[src/rtl/transmit_protocol.sv]
// rtl/transmit_protocol.sv - single-wire S_Data frame serializer (preamble, packet, idle gap)
module transmit_protocol #(
    parameter int              PKT_W    = 55,
    parameter int              PRE_W    = 6,
    parameter logic [PRE_W-1:0] PREAMBLE = 6'b011111,
    parameter int              GAP      = 2
) (
    input  logic             clk,
    input  logic             rst,
    input  logic [PKT_W-1:0] packet_in,
    input  logic             send,
    output logic             tx_ready,
    output logic             S_Data,
    output logic             tx_done
);

    // Counter wide enough for the longest phase (the data phase counts PKT_W-1 down to 0).
    localparam int CW = $clog2(PKT_W + 1);
    // Power-of-two view of the bit sources so the counter indexes them without width games.
    localparam int EW = 1 << CW;

    typedef enum logic [1:0] {
        ST_IDLE = 2'd0,
        ST_PRE  = 2'd1,
        ST_DATA = 2'd2,
        ST_GAP  = 2'd3
    } state_t;

    state_t           state;
    state_t           state_n;
    logic [CW-1:0]    bit_cnt;
    logic [CW-1:0]    cnt_n;
    logic [PKT_W-1:0] shift;
    logic [PKT_W-1:0] shift_n;
    logic             s_data_n;
    logic             ready_n;
    logic             done_n;
    logic             accept;
    logic [EW-1:0]    pre_ext;
    logic [EW-1:0]    shift_ext;

    assign accept    = send && tx_ready;
    assign pre_ext   = EW'(PREAMBLE);
    assign shift_ext = EW'(shift_n);

    // State, counter, packet latch and all outputs are registered; reset abandons any frame.
    always_ff @(posedge clk) begin
        if (rst) begin
            state    <= ST_IDLE;
            bit_cnt  <= '0;
            shift    <= '0;
            S_Data   <= 1'b1;
            tx_ready <= 1'b1;
            tx_done  <= 1'b0;
        end else begin
            state    <= state_n;
            bit_cnt  <= cnt_n;
            shift    <= shift_n;
            S_Data   <= s_data_n;
            tx_ready <= ready_n;
            tx_done  <= done_n;
        end
    end

    // Next-state sequencing; the line value is chosen from the state/count being entered so the
    // registered S_Data lines up with the bit the counter points at.
    always_comb begin
        state_n  = state;
        cnt_n    = bit_cnt;
        shift_n  = shift;
        done_n   = 1'b0;
        s_data_n = 1'b1;
        ready_n  = 1'b0;

        case (state)
            ST_IDLE: begin
                if (accept) begin
                    state_n = ST_PRE;
                    cnt_n   = CW'(PRE_W - 1);
                    shift_n = packet_in;
                end
            end
            ST_PRE: begin
                if (bit_cnt == '0) begin
                    state_n = ST_DATA;
                    cnt_n   = CW'(PKT_W - 1);
                end else begin
                    cnt_n = bit_cnt - CW'(1);
                end
            end
            ST_DATA: begin
                if (bit_cnt == '0) begin
                    state_n = ST_GAP;
                    cnt_n   = CW'(GAP - 1);
                    done_n  = 1'b1;
                end else begin
                    cnt_n = bit_cnt - CW'(1);
                end
            end
            ST_GAP: begin
                if (bit_cnt == '0) begin
                    state_n = ST_IDLE;
                end else begin
                    cnt_n = bit_cnt - CW'(1);
                end
            end
            default: begin
                state_n = ST_IDLE;
                cnt_n   = '0;
            end
        endcase

        case (state_n)
            ST_PRE:  s_data_n = pre_ext[cnt_n];
            ST_DATA: s_data_n = shift_ext[cnt_n];
            default: s_data_n = 1'b1;
        endcase

        ready_n = (state_n == ST_IDLE);
    end

endmodule

[config.mk]
export PLATFORM = sky130hd
export DESIGN_NAME = transmit_protocol
export DESIGN_NICKNAME = d
export VERILOG_FILES = /design/src/rtl/transmit_protocol.sv
export SDC_FILE = /design/constraint.sdc
export NUM_CORES = 1
export LEC_CHECK = 0
export CORE_ASPECT_RATIO = 0.5
export CORE_MARGIN = 1.5
export CORE_UTILIZATION = 42
export DETAILED_ROUTE_END_ITERATION = 8
export PLACE_DENSITY = 0.76
export SETUP_SLACK_MARGIN = 0.2
export SLEW_MARGIN = 30
export SYNTH_ARGS = -nofsm -noshare
export SYNTH_HDL_FRONTEND = slang
export SYNTH_SLANG_ARGS = --single-unit
[constraint.sdc]
create_clock -name clk -period 3.5 [get_ports clk]
set_clock_uncertainty 0.15 [all_clocks]
set_input_delay 0.35 -clock clk [delete_from_list [all_inputs] [get_ports clk]]
set_output_delay 0.35 -clock clk [all_outputs]
set_load 0.05 [all_outputs]
==> impl_metrics.tcl, run 1 <==
set metrics [dict create \
    wl_met3_um 649 \
    core_area_sq_um 7540 \
    end_kind "flip-flop" \
    synth_ff_type "dfxtp_1" \
    final-setup-viol-count 1 \
    clk_transition_reported_paths_ns 0.06 \
    totalWireLength_mm 9.11 \
    seqPwrFrac_pct 21.1 \
    r2r_end "S_Data$_SDFF_PP1_" \
    worstReg2RegStart "bit_cnt[0]$_SDFF_PP0_" \
    outcome "finished with violations" \
    yosysSeqAreaShare_pct 39.1 \
    grt_max_degree 68 \
    ant_nets 0 \
    fmax_ghz 0.281 \
    pre_cts_ws_ns -0.0160 \
    whs_path_depth 2 \
    first_iter_violations 266 \
    dp.cells 579 \
    ctsHoldBuffers 0 \
    firstDrtPassIters 5 \
    required_ns 3.57 \
    start_util_pct 44.8 \
    n_antenna_cell 0 \
    r2r.worst_path.cells 15 \
    die-area_sq_um 8620 \
    dr.max_layer_used "met4" \
    clockBufferDepth 2 \
    intPower_mw 2.97 \
    cap_violations 0 \
    final_cell_area_sq_um 4620 \
    fin_util_pct 61.3 \
    postSynthCellCount 427 \
    wl_met2_mm 4.02 \
    start_kind "flip-flop" \
    drt-met1-wl_mm 4.32 \
    rows 22 \
    fin_crit_ns 3.56 \
    cts-htree-levels 3 \
    boundaryPins 61 \
    syn_area_per_cell_sq_um 7.91 \
    root_buffer "clkbuf_16" \
    cts_tree "done" \
    min_to "shift[6]$_SDFF_PP0_" \
    hp-start "shift[6]$_SDFF_PP0_" \
    nets 554 \
    crit_type "reg -> reg" \
    cts_buffers 9 \
    maxSlewViolCount 0 \
    wl_per_cell_um 15.1 \
    ys_async_sr_fraction_pct 0 \
    p_leak_nw 1.81 \
    synth_area_sq_um 3380 \
    drive_gt1_share_pct 14.2 \
    swShare_pct 41.6 \
    holdWs_ns 0.303 \
    rsz0062_at_grt "yes" \
    gp_congestion 0.897 \
    min_period_over_period_pct 102 \
    route.detailed.drc 0 \
    failed_checks "negative setup slack" \
    p_clk_share_pct 20.0 \
    dpl.hpwl_mm 5.56 \
    grt_usage_pct 22.2 \
    placed_cell_area_sq_um 4120 \
    fillerInstances 652 \
    synth-seq-cells 66 \
    numPortBuffers 60 \
    ys.warnings.count 0 \
    synth.distinct_cells 48 \
    reg2reg_slack_ns -0.06 \
    grt_pass1_wl_mm 14.4 \
    p_switching_mw 2.12 \
    die-width_um 130 \
    grt.overflow.total 0 \
    antenna_found_initial 0 \
    tightest_slew_ns 0.939 \
    vias_per_cell 5.41 \
    syn_nets 492 \
    insertion_delay_ns 0.34 \
    power_density_nw_per_um2 1100 \
    die_h_um 66.4 \
    fin_ws_ns -0.0616 \
    arrival_ns 3.63 \
    vias 3256 \
    ir_worst_vdd_mv 0.546 \
    hold_viol_final 0 \
    clkSinkCount 66 \
    grt_pass1_vias 2945 \
    p_comb_share_pct 58.9 \
    syn_to_final_growth_pct 36.9 \
    slew_headroom_pct 36.9 \
    worst_hold_path_type "reg -> reg" \
    path_max_fanout 6 \
    stdcell_count 602 \
    synth_edf_count 0 \
]
kinds of logic (layout without fill, tap and decap cells):
family	count (synthesis)	after routing	synth area share, %
compound gates	109	109	20.4
fa+ha+maj	7	7	2.59
buf+inv	41	108	5.85
flops	66	66	39.1
xor+xnor	2	2	0.519
mux	33	33	10.4
simple gates	169	169	21.1
critical path, stage by stage (launching register included):
cell and delay, ns:
dfxtp_2 0.33, inv_4 0.08, ha_4 0.13, or3b_4 0.39, nor2_4 0.10, inv_2 0.07
ha_4 0.20, mux4_2 0.55, buf_12 0.18, buf_4 0.18, mux2i_1 0.17, mux2i_1 0.13
a21o_1 0.21, a211o_1 0.32, a31oi_2 0.17, a211oi_2 0.07
area by class of cell:
class / instances / area (sq um) / share of cell area [%]
Tap cell: 108 / 135 / 2.92
Clock buffer: 12 / 267 / 5.76
Multi-Input combinational cell: 320 / 1950 / 42.1
Inverter: 10 / 40.0 / 0.866
Sequential cell: 66 / 1320 / 28.6
Clock inverter: 4 / 72.6 / 1.57
Timing Repair Buffer: 82 / 840 / 18.2
stage by stage:
step	power (mW)	TNS, ns
final	5.09	-0.0616
after global routing	5.37	-0.158
after CTS	4.86	0
after detailed placement	3.53	-0.0160
after global placement	3.48	0
after floorplan	2.97	0
worst max path at each step:
stage	startpoint	to	slack, ns	depth (start not counted)
after CTS	bit_cnt[0]$_SDFF_PP0_	S_Data$_SDFF_PP1_	0.05	14
after global routing	bit_cnt[1]$_SDFF_PP0_	S_Data$_SDFF_PP1_	-0.16	15
final	bit_cnt[0]$_SDFF_PP0_	S_Data$_SDFF_PP1_	-0.06	15
after detailed placement	bit_cnt[1]$_SDFF_PP0_	S_Data$_SDFF_PP1_	-0.02	14
after floorplan	bit_cnt[1]$_SDFF_PP0_	S_Data$_SDFF_PP1_	0.20	14
after global placement	bit_cnt[1]$_SDFF_PP0_	S_Data$_SDFF_PP1_	0.06	14
metal layers:
layer,vias to the layer above,global-route usage [%]
met5,-,0
met2,128,32.3
met1,1515,31.0
met4,0,7.08
li1,1600,-
met3,13,6.96
repair_timing:
item	4_1_cts	5_1_grt
cloned	2	0
setup endpoints to repair	1	1
buffers inserted	3	2
gates resized for setup	4	11
pin swaps	3	7
registers in the layout (all words and copies together), names as in the netlist:
signal and flops:
shift 55, tx_ready 1, S_Data 1, state 2, bit_cnt 6, tx_done 1
synthesized netlist by cell type (all sizes together), types with 4 or more instances:
master  instances  area, sq um
a211o           4         35.0
a211oi         10         75.1
a21oi          59          295
buf            15          100
clkbuf         16         60.1
dfxtp          66         1320
ha              7         87.6
inv            10         37.5
mux2i          29          290
nand2         120          450
nor2           23         88.8
nor3            5         25.0
o211ai          5         37.5
o21ai          11         55.1
or2             4         25.0
power by group through the flow:
stage	combinational, mW	sequential (mW)	clock, mW
5_1_grt	3.21	1.09	1.06
4_1_cts	2.78	1.07	1.02
3_5_place_dp	2.45	1.08	0
3_3_place_gp	2.41	1.08	0
6_report	3.00	1.07	1.02
2_1_floorplan	1.89	1.08	0
cells in the final DEF, fill, tap and decap left out, types with 3 or more instances in the layout:
cell type / count
nand2_1: 120
clkbuf_16: 9
nor2b_1: 3
o31ai_1: 3
a211o_1: 4
a211oi_1: 8
o21ai_0: 6
ha_1: 5
o211ai_1: 5
buf_4: 17
nand3_1: 3
nor2_1: 21
clkbuf_8: 3
or2_2: 4
a21oi_1: 59
inv_1: 7
o21ai_1: 5
nor3_1: 4
dfxtp_1: 64
clkdlybuf4s50_1: 59
mux2i_1: 29
Power figures use the tool's default switching activity.
==> run 2: changes to the inputs <==
TNS_END_PERCENT = 50   (was not set)
==> results of run 2 <==
The final DEF is identical to that of run 1; final timing and power are the same.
